===== config.mk =====
export PLATFORM = sky130hd
export DESIGN_NAME = i2c_eeprom_slave_flat
export DESIGN_NICKNAME = d
export VERILOG_FILES = /design/src/rtl/i2c_eeprom_slave_if.sv /design/src/rtl/i2c_eeprom_slave.sv /design/src/flat_wrapper.sv
export SDC_FILE = /design/constraint.sdc
export NUM_CORES = 2
export LEC_CHECK = 0
export CAP_MARGIN = 25
export CORE_ASPECT_RATIO = 0.75
export CORE_UTILIZATION = 40
export DETAILED_ROUTE_END_ITERATION = 7
export PLACE_DENSITY = 0.61
export SYNTH_ARGS = -nofsm -noshare
export SYNTH_HDL_FRONTEND = slang
export SYNTH_SLANG_ARGS = --single-unit

===== constraint.sdc =====
create_clock -name clk -period 5.98 [get_ports clk]
set_input_delay 0.598 -clock clk [delete_from_list [all_inputs] [get_ports clk]]
set_output_delay 0.598 -clock clk [all_outputs]
set_load 0.01 [all_outputs]

===== src/rtl/i2c_eeprom_slave_if.sv =====
// I2C slave pin-level bus plus the memory write-strobe side channel.
// scl/sda_in come from the bus; the slave drives SDA via sda_out/sda_out_en.
interface i2c_eeprom_slave_if;
    logic       scl;
    logic       sda_in;
    logic       sda_out;
    logic       sda_out_en;
    logic       wr_en;
    logic [7:0] wr_addr;
    logic [7:0] wr_data;
    logic       busy;

    modport slave (
        input  scl, sda_in,
        output sda_out, sda_out_en, wr_en, wr_addr, wr_data, busy
    );

    modport master (
        output scl, sda_in,
        input  sda_out, sda_out_en, wr_en, wr_addr, wr_data, busy
    );
endinterface


===== src/rtl/i2c_eeprom_slave.sv =====
// 24Cxx-style I2C EEPROM slave: 256x8 memory, auto-incrementing pointer,
// byte/page write, current/random/sequential read. Never stretches SCL.
module i2c_eeprom_slave #(
    parameter logic [6:0] DEV_ADDR = 7'h50
) (
    input logic           clk,
    input logic           rst,
    i2c_eeprom_slave_if.slave bus
);

    typedef enum logic [3:0] {
        IDLE, DEV, ACK_DEV, WADDR, ACK_WADDR, WDATA, ACK_WDATA, RDATA, RACK, WAIT_STOP
    } state_t;

    state_t     state;
    logic [2:0] scl_sync, sda_sync;
    logic [3:0] bit_cnt;
    logic [7:0] shreg;
    logic [7:0] ptr;
    logic       rw;
    logic       nack;
    logic       sda_out_r, sda_out_en_r, wr_en_r, busy_r;
    logic [7:0] wr_addr_r, wr_data_r;
    logic [7:0] mem [256];

    logic scl_rise, scl_fall, sda_s, start_det, stop_det, mem_we;
    logic [7:0] rd_byte;

    // [1] is the synchronized level, [2] its one-clk-old copy for edge detection.
    always_ff @(posedge clk or posedge rst) begin
        if (rst) begin
            scl_sync <= 3'b111;
            sda_sync <= 3'b111;
        end else begin
            scl_sync <= {scl_sync[1:0], bus.scl};
            sda_sync <= {sda_sync[1:0], bus.sda_in};
        end
    end

    assign sda_s     = sda_sync[1];
    assign scl_rise  =  scl_sync[1] & ~scl_sync[2];
    assign scl_fall  = ~scl_sync[1] &  scl_sync[2];
    assign start_det =  scl_sync[1] &  scl_sync[2] &  sda_sync[2] & ~sda_sync[1];
    assign stop_det  =  scl_sync[1] &  scl_sync[2] & ~sda_sync[2] &  sda_sync[1];

    assign mem_we  = (state == WDATA) && scl_fall && (bit_cnt == 4'd8) && !start_det && !stop_det;
    assign rd_byte = mem[ptr];

    // Memory has no reset so it can map onto plain RAM.
    always_ff @(posedge clk) begin
        if (mem_we) mem[ptr] <= shreg;
    end

    always_ff @(posedge clk or posedge rst) begin
        if (rst) begin
            state        <= IDLE;
            bit_cnt      <= '0;
            shreg        <= '0;
            ptr          <= '0;
            rw           <= 1'b0;
            nack         <= 1'b0;
            sda_out_r    <= 1'b1;
            sda_out_en_r <= 1'b0;
            wr_en_r      <= 1'b0;
            wr_addr_r    <= '0;
            wr_data_r    <= '0;
            busy_r       <= 1'b0;
        end else begin
            wr_en_r <= 1'b0;
            if (start_det) begin
                state        <= DEV;
                bit_cnt      <= '0;
                busy_r       <= 1'b1;
                sda_out_en_r <= 1'b0;
                sda_out_r    <= 1'b1;
            end else if (stop_det) begin
                state        <= IDLE;
                bit_cnt      <= '0;
                busy_r       <= 1'b0;
                sda_out_en_r <= 1'b0;
                sda_out_r    <= 1'b1;
            end else begin
                case (state)
                    DEV, WADDR, WDATA: begin
                        if (scl_rise && bit_cnt != 4'd8) begin
                            shreg   <= {shreg[6:0], sda_s};
                            bit_cnt <= bit_cnt + 4'd1;
                        end else if (scl_fall && bit_cnt == 4'd8) begin
                            bit_cnt <= '0;
                            if (state == DEV && shreg[7:1] != DEV_ADDR) begin
                                state <= WAIT_STOP;
                            end else begin
                                // ACK is held low from here to the 9th SCL fall.
                                sda_out_en_r <= 1'b1;
                                sda_out_r    <= 1'b0;
                                if (state == DEV) begin
                                    rw    <= shreg[0];
                                    state <= ACK_DEV;
                                end else if (state == WADDR) begin
                                    ptr   <= shreg;
                                    state <= ACK_WADDR;
                                end else begin
                                    wr_en_r   <= 1'b1;
                                    wr_addr_r <= ptr;
                                    wr_data_r <= shreg;
                                    ptr       <= ptr + 8'd1;
                                    state     <= ACK_WDATA;
                                end
                            end
                        end
                    end
                    ACK_DEV, ACK_WADDR, ACK_WDATA: begin
                        if (scl_fall) begin
                            if (state == ACK_DEV && rw) begin
                                state        <= RDATA;
                                shreg        <= {rd_byte[6:0], 1'b0};
                                sda_out_r    <= rd_byte[7];
                                sda_out_en_r <= 1'b1;
                                ptr          <= ptr + 8'd1;
                            end else begin
                                state        <= (state == ACK_DEV) ? WADDR : WDATA;
                                sda_out_en_r <= 1'b0;
                                sda_out_r    <= 1'b1;
                            end
                        end
                    end
                    RDATA: begin
                        if (scl_rise) begin
                            bit_cnt <= bit_cnt + 4'd1;
                        end else if (scl_fall) begin
                            if (bit_cnt == 4'd8) begin
                                bit_cnt      <= '0;
                                sda_out_en_r <= 1'b0;
                                sda_out_r    <= 1'b1;
                                state        <= RACK;
                            end else begin
                                sda_out_r <= shreg[7];
                                shreg     <= {shreg[6:0], 1'b0};
                            end
                        end
                    end
                    RACK: begin
                        if (scl_rise) begin
                            nack <= sda_s;
                        end else if (scl_fall) begin
                            if (!nack) begin
                                state        <= RDATA;
                                shreg        <= {rd_byte[6:0], 1'b0};
                                sda_out_r    <= rd_byte[7];
                                sda_out_en_r <= 1'b1;
                                ptr          <= ptr + 8'd1;
                            end else begin
                                state <= WAIT_STOP;
                            end
                        end
                    end
                    IDLE, WAIT_STOP: ;
                    default: state <= IDLE;
                endcase
            end
        end
    end

    assign bus.sda_out    = sda_out_r;
    assign bus.sda_out_en = sda_out_en_r;
    assign bus.wr_en      = wr_en_r;
    assign bus.wr_addr    = wr_addr_r;
    assign bus.wr_data    = wr_data_r;
    assign bus.busy       = busy_r;

endmodule


===== src/flat_wrapper.sv =====
// flat-port wrapper written by rule: the top's interface ports become plain ports
module i2c_eeprom_slave_flat 
#(
    parameter logic [6:0] DEV_ADDR = 7'h50
)
  (clk, rst, bus_scl, bus_sda_in, bus_sda_out, bus_sda_out_en, bus_wr_en, bus_wr_addr, bus_wr_data, bus_busy);
  i2c_eeprom_slave_if bus_i ();
  input logic clk;
  input logic rst;
  input wire logic [$bits(bus_i.scl)-1:0] bus_scl;
  input wire logic [$bits(bus_i.sda_in)-1:0] bus_sda_in;
  output wire logic [$bits(bus_i.sda_out)-1:0] bus_sda_out;
  output wire logic [$bits(bus_i.sda_out_en)-1:0] bus_sda_out_en;
  output wire logic [$bits(bus_i.wr_en)-1:0] bus_wr_en;
  output wire logic [$bits(bus_i.wr_addr)-1:0] bus_wr_addr;
  output wire logic [$bits(bus_i.wr_data)-1:0] bus_wr_data;
  output wire logic [$bits(bus_i.busy)-1:0] bus_busy;
  assign bus_i.scl = bus_scl;
  assign bus_i.sda_in = bus_sda_in;
  assign bus_sda_out = bus_i.sda_out;
  assign bus_sda_out_en = bus_i.sda_out_en;
  assign bus_wr_en = bus_i.wr_en;
  assign bus_wr_addr = bus_i.wr_addr;
  assign bus_wr_data = bus_i.wr_data;
  assign bus_busy = bus_i.busy;
  i2c_eeprom_slave #(.DEV_ADDR(DEV_ADDR)) u_core (.clk(clk), .rst(rst), .bus(bus_i));
endmodule

; ---- Word-level counts from Yosys, hierarchy flattened
; Memory sizes are Yosys's and may differ from the RTL's.
; Index checks and enable logic that the tools add are counted.
[totals]
register_bits = 52
mem_bits_rw = 2048
inputBits = 4
output_inout_bits = 20
wordCells = 187
memories = 1
[op_classes]
n_addsub = 2
n_eq_ne = 39
muxes = 86
bitwise = 17
reduce_logical = 28
[memory_table]
columns = name, depth, width, rd, rd_ports_with_merged_regs, wr, line
row1 = u_core.mem, 256, 8, 1, 0, 1, i2c_eeprom_slave.sv:24  ; logic [7:0] mem [256];
[ops]
columns = operator, count
row1 = two-way mux 8 bit, 19
row2 = two-way mux 4 bit, 21
row3 = two-way mux 1 bit, 38
row4 = one-hot mux 8 bit (4 select lines), 1
row5 = one-hot mux 8 bit (3 select lines), 1
row6 = AND reduction 12 bit, 2
row7 = != test 4 x 1 -> 1 bit (second input constant), 5
row8 = one-hot mux 4 bit (5 select lines), 1
row9 = equality test 4 x 3 -> 1 bit (second input constant), 4
row10 = != test 4 bit (second input constant), 4
row11 = != test 5 x 1 -> 1 bit (second input constant), 3
row12 = != test 2 bit (second input constant), 7
row13 = equality test 4 bit (second input constant), 3
row14 = != test 2 x 1 -> 1 bit (second input constant), 6
row15 = AND reduction 11 bit, 1
row16 = inverter 1 bit, 10
row17 = AND reduction 10 bit, 1
row18 = AND reduction 9 bit, 1
row19 = adder 8 x 1 -> 8 bit (second input constant), 1
row20 = equality test 4 x 2 -> 1 bit (second input constant), 2
row21 = logical AND 1 bit, 8
row22 = != test 4 x 2 -> 1 bit (second input constant), 2
row23 = one-hot mux 1 bit (4 select lines), 2
row24 = one-hot mux 4 bit (2 select lines), 1
row25 = 18 further kinds, 28

; ---- Depth between registers and ports, before layout
[depth]
depth_word = 9
depth_mapped = 13
ltp_nobuf = 10

; ---- Worst setup path before layout
; No wires, ideal clock.
[synth_timing]
kind = register to register
from = register u_core.shreg[7]
to = register u_core.sda_out_r (netlist: u_core.bus.sda_out)
setup_time_ns = 0.081
t_arrival_ns = 4.684
required_ns = 5.899
setup_slack_ns = 1.215
stages_incl_launch_ff = 9
n_path_buf = 0
period_less_slack_ns = 4.765
cell_sequence = dfrtp_1 nor4bb_1 a21oi_1 o21bai_1 a21oi_1 o22ai_1 o311a_1 a31o_2 a21oi_1
[synth_between]
elab_chain_cells = 6
word_cells_on_any_way = 10
classes_between = eq/ne: 2 / mux: 6 / reduce/logical: 2
[synth_rtl]
columns = element, line
row1 = start: declaration, i2c_eeprom_slave.sv:18  ; logic [7:0] shreg;
row2 = start signal: assignment, i2c_eeprom_slave.sv:86  ; shreg <= {shreg[6:0], sda_s};
row3 = start signal: assignment, i2c_eeprom_slave.sv:116  ; shreg <= {rd_byte[6:0], 1'b0};
row4 = start signal: assignment, i2c_eeprom_slave.sv:138  ; shreg <= {shreg[6:0], 1'b0};
row5 = two-way mux 1 bit, i2c_eeprom_slave.sv:131  ; if (bit_cnt == 4'd8) begin
row6 = two-way mux 1 bit, i2c_eeprom_slave.sv:130  ; end else if (scl_fall) begin
row7 = two-way mux 1 bit, i2c_eeprom_slave.sv:128  ; if (scl_rise) begin
row8 = one-hot mux 1 bit (4 select lines), i2c_eeprom_slave.sv:83  ; case (state)
row9 = two-way mux 1 bit, i2c_eeprom_slave.sv:76  ; end else if (stop_det) begin
row10 = two-way mux 1 bit, i2c_eeprom_slave.sv:70  ; if (start_det) begin
row11 = end signal: assignment, i2c_eeprom_slave.sv:117  ; sda_out_r <= rd_byte[7];
row12 = end signal: assignment, i2c_eeprom_slave.sv:137  ; sda_out_r <= shreg[7];
row13 = end signal: assignment, i2c_eeprom_slave.sv:149  ; sda_out_r <= rd_byte[7];
row14 = end: declaration, i2c_eeprom_slave.sv:22  ; logic sda_out_r, sda_out_en_r, wr_en_r, busy_r;
; Several ways; a longest one is shown, not always the timed one. The select of a mux whose other input is x is not followed.
; A chain may end at the register's enable or synchronous reset.

; ---- Worst setup path after layout
[layout_timing]
from = register u_core.ptr[0]
to = register u_core.shreg[6]
[layout_between]
elab_chain_cells = 5
word_cells_on_any_way = 7
classes_between = mux: 6 / memory: 1
[layout_rtl]
columns = element, line
row1 = start: declaration, i2c_eeprom_slave.sv:19  ; logic [7:0] ptr;
row2 = start signal: assignment, i2c_eeprom_slave.sv:100  ; ptr <= shreg;
row3 = start signal: assignment, i2c_eeprom_slave.sv:106  ; ptr <= ptr + 8'd1;
row4 = start signal: assignment, i2c_eeprom_slave.sv:119  ; ptr <= ptr + 8'd1;
row5 = memory (256 x 8 bit) (*), -
row6 = two-way mux 8 bit, i2c_eeprom_slave.sv:146  ; if (!nack) begin
row7 = two-way mux 8 bit, i2c_eeprom_slave.sv:145  ; end else if (scl_fall) begin
row8 = two-way mux 8 bit, i2c_eeprom_slave.sv:143  ; if (scl_rise) begin
row9 = one-hot mux 8 bit (4 select lines) (*), i2c_eeprom_slave.sv:83
row10 = end signal: assignment, i2c_eeprom_slave.sv:86
row11 = end signal: assignment, i2c_eeprom_slave.sv:138
row12 = end signal: assignment, i2c_eeprom_slave.sv:148  ; shreg <= {rd_byte[6:0], 1'b0};
; Every way passes the cells marked *; elsewhere a longest branch is shown, timed or not. The select of a mux whose other input is x is not followed.

==> out/metrics.csv <==
stage,metric,value,unit
status,status,"complete, no violations",
critical_path,worst path cell trace,"buf_12, buf_12, mux4_2, mux4_2, mux2_2, a31oi_1, nand4_1, a221oi_1, a211oi_1",
logic_synthesis,synth top area cells,"edfxtp_1 (75%), mux4_2 (17%), nor2_1 (1.4%)",
logic_synthesis,Synth Flop Type,edfxtp_1,
layout,fin area,0.0919,mm2
critical_path,CP peak stage delay,0.99,ns
placed_design,placed insts,6318,
die,core area,0.203,mm2
clock_network,Clock transition at path regs,0.07,ns
power,internal cell power,29800,uW
die,Std-Cell Rows,143,
routing,mean routed wirelength per cell,31.5,um
routing,# DRC,0,
run,max_cap viols,0,
clock_network,clock latency on the worst-skew pair,0.83,ns
global_routing,vias in the first global route,38900,
critical_path,WP depth,9,
layout,nets@finish,3851,
clock_network,H-Tree Depth,4,
die,Die H,394,um
die,Die Area,0.207,mm2
hold_path,depth of the worst hold-timing path,1,
layout,multi-input logic area,0.0181,mm2
logic_synthesis,Syn Inst Count,3729,
timing,final critical-path required period,4.34,ns
critical_path,nature of the critical path startpoint,flip-flop,
global_routing,largest net degree at the start of global routing,163,
timing,"Hold Violations, Final",0,
critical_path,Crit path buffers/inverters,2,
global_routing,GRT Residual Overflow,0,
clock_network,# hold bufs at CTS,0,
logic_synthesis,Syn Nets,3739,
die,Initial Utilization,0.403,
timing,unrepaired setup endpoints after global routing,no,
hold_path,HP Class,in2reg,
logic_synthesis,YS warnings,0,
routing,DR vias,39800,
critical_path,CP Class,reg2reg,
global_routing,first-pass GRT wire length,299000,um
clock_network,"Gates resized, CTS repair",0,
timing,Clock Skew,0.0372,ns
placed_design,Placer Congestion,0.854,
clock_network,CTS Buf Count,195,
placed_design,"Cell Area, Placed",0.0857,mm2
global_routing,all-layer global routing usage,0.202,
critical_path,path depth of the worst reg2reg path,9,
critical_path,r2r setup slk,1.64,ns
timing,Worst-Margin Slew,1.13,ns
routing,Pre-Repair DR Iteration Count,6,
logic_synthesis,Synth area leader,edfxtp_1,
logic_synthesis,Netlist cell types,62,
logic_synthesis,Mapped Area,0.0819,mm2
timing,Slew headroom,0.227,
timing,Max Fclk,0.230,GHz
layout,layout cells sized above 1,0.263,
timing,setup tns final,0,ns
clock_network,clock sinks,2100,
layout,Area Growth Syn to Fin,12.1,%
routing,final antenna-violating net count,0,
placed_design,DP HPWL,127000,um
layout,Filler cells,16700,
die,io pins,24,
timing,max-slew violation count,0,
logic_synthesis,sequential-to-total area share from yosys stat,0.767,
critical_path,CP Capture Type,flip-flop,
clock_network,CTS Buffer Depth,4,
clock_network,post-CTS setup buffer count,0,
logic_synthesis,Post-synth EDFFs,2048,
routing,Iteration-0 DRC Markers,5578,
global_routing,initial antenna violation count,10,
critical_path,required arrival time at the worst endpoint,6.69,ns
power,Peak VDD IR,0.353,mV
power,P_leak,0.0278,uW
timing,Setup WS post-layout,1.64,ns
layout,"non-filler cells, final",6673,
routing,DR vias/cell,5.96,
clock_network,Root Buffer,clkbuf_16,
power,Net Sw Frac,0.321,
critical_path,CP max FO,31,
die,Die Width,525,um
placed_design,port buffer count,23,
placed_design,"worst slack, placed",1.73,ns
clock_network,CTS tree,built,
logic_synthesis,#FFs+latches synth,2100,
power,Clk pwr share,0.273,
power,Flop pwr share,0.437,
critical_path,"delay-heaviest family, CP",multiplexers,
power,Cell Pwr Density,478,mW/mm2
logic_synthesis,syn_area_per_cell,22.0,um2
timing,fin crit share,0.726,
power,Switching Power,14100,uW
critical_path,CP max stage cell,dfrtp_4,
logic_synthesis,share of the synthesized area in the top cell type,0.751,
critical_path,CP Data Arrival Time,5.05,ns
layout,Reg area,0.0629,mm2
logic_synthesis,ys async rst share,0.0248,
power,Logic pwr share,0.290,
routing,final wirelength,210000,um
timing,# setup viols final,0,
## logic make-up (layout without fill, tap and decap cells)
logic type	after synthesis	in the layout	share of synthesized area
AND/OR/NAND/NOR	543	543	0.0281
XOR/XNOR	2	2	0.000214
AO/OA/AOI/OAI	166	166	0.0134
buffers and inverters	230	489	0.0133
flip-flops	2100	2100	0.767
adder cells (fa/ha/maj)	6	6	0.000916
other	0	3	0
multiplexers	682	682	0.177
## synthesized netlist by cell type, drive strengths merged (3+ instances only)
cell and count:
o32ai 3, a22oi 21, nand2 101, mux2i 48, buf 122, dfrtp 45, clkbuf 95, o22ai 4
or2 3, mux4 613, inv 10, nor3 25, nand4 6, dfstp 7, o22a 3, a2111oi 7
and2 6, clkinv 3, o21ai 35, a221oi 10, a22o 5, nand2b 12, nor2 314, nor2b 19
a211oi 6, a31oi 9, edfxtp 2048, or3 3, nor4 9, mux2 21, and3 9, a21oi 40
nand3 29, ha 6
## layout make-up
class,instances,share of cell area
tap,2682,0.0365
timing repair buffer,132,0.0163
sequential,2100,0.684
clock inverter,96,0.00889
antenna,3,0.0000817
multi-input combinational,1399,0.197
clock buffer,248,0.0564
inverter,13,0.000613
## flip-flops by register name (all words and copies together), names as in the netlist
register and count:
u_core.mem 2048, u_core.bus.wr_addr 8, u_core.bus.wr_data 8, u_core.ptr 8
u_core.shreg 8, u_core.bit_cnt 4, u_core.state 4, u_core.scl_sync 3
u_core.sda_sync 3, u_core.bus.busy 1, u_core.bus.sda_out 1, u_core.bus.sda_out_en 1
u_core.bus.wr_en 1, u_core.nack 1, u_core.rw 1
## power by group through the flow
stage | logic (uW) | registers (uW) | clock network (uW)
after floorplan | 6880 | 20200 | 0
after global placement | 12200 | 19700 | 0
after detailed placement | 12500 | 19700 | 0
after CTS | 12500 | 19300 | 12200
after global routing | 13300 | 19200 | 12700
final | 12700 | 19200 | 12000
## path summary, 6_finish.rpt
path,end,from
min reg2reg,u_core.sda_sync[1],u_core.sda_sync[0]
max,u_core.shreg[6],u_core.ptr[0]
max reg2reg,u_core.shreg[6],u_core.ptr[0]
min in group asynchronous,u_core.bus.wr_addr[1],rst
min,u_core.scl_sync[0],bus_scl
max in group asynchronous,u_core.shreg[7],rst
## layout by cell type, fill, tap and decap left out, types with 6 or more instances in the layout
cell,count
nor2_1,314
a21oi_1,40
clkinv_2,31
nor3_1,23
nor2b_1,18
buf_12,22
a22oi_1,21
nand2_2,11
ha_1,6
nand3_1,29
mux4_2,613
dfstp_2,7
a31oi_1,9
nand2_1,90
mux2i_1,48
a221oi_1,10
a2111oi_0,7
and3_1,8
nand4_1,6
edfxtp_1,2048
buf_4,76
a211oi_1,6
o21ai_0,35
clkbuf_8,6
nand2b_1,12
nor4_1,7
inv_1,8
clkbuf_16,197
bufinv_16,13
clkdlybuf4s50_1,23
mux2_2,21
dfrtp_1,31
buf_16,8
clkbuf_1,45
dfrtp_4,12
clkinv_1,42
## layer usage
layer  track usage  part of all wire
met1         0.316              0.45
met3        0.0484             0.098
met5             0          0.000095
met2         0.284              0.43
met4        0.0441             0.021
## metrics by stage
stage,utilization,total power (uW),hold WS [ns]
5_1_grt,0.452,45200,0.171
4_1_cts,0.451,44000,0.144
3_5_place_dp,0.422,32100,0.347
3_3_place_gp,0.421,31900,0.346
2_1_floorplan,-,27100,0.345
6_report,0.452,43900,0.190
Power figures use the tool's default switching activity.
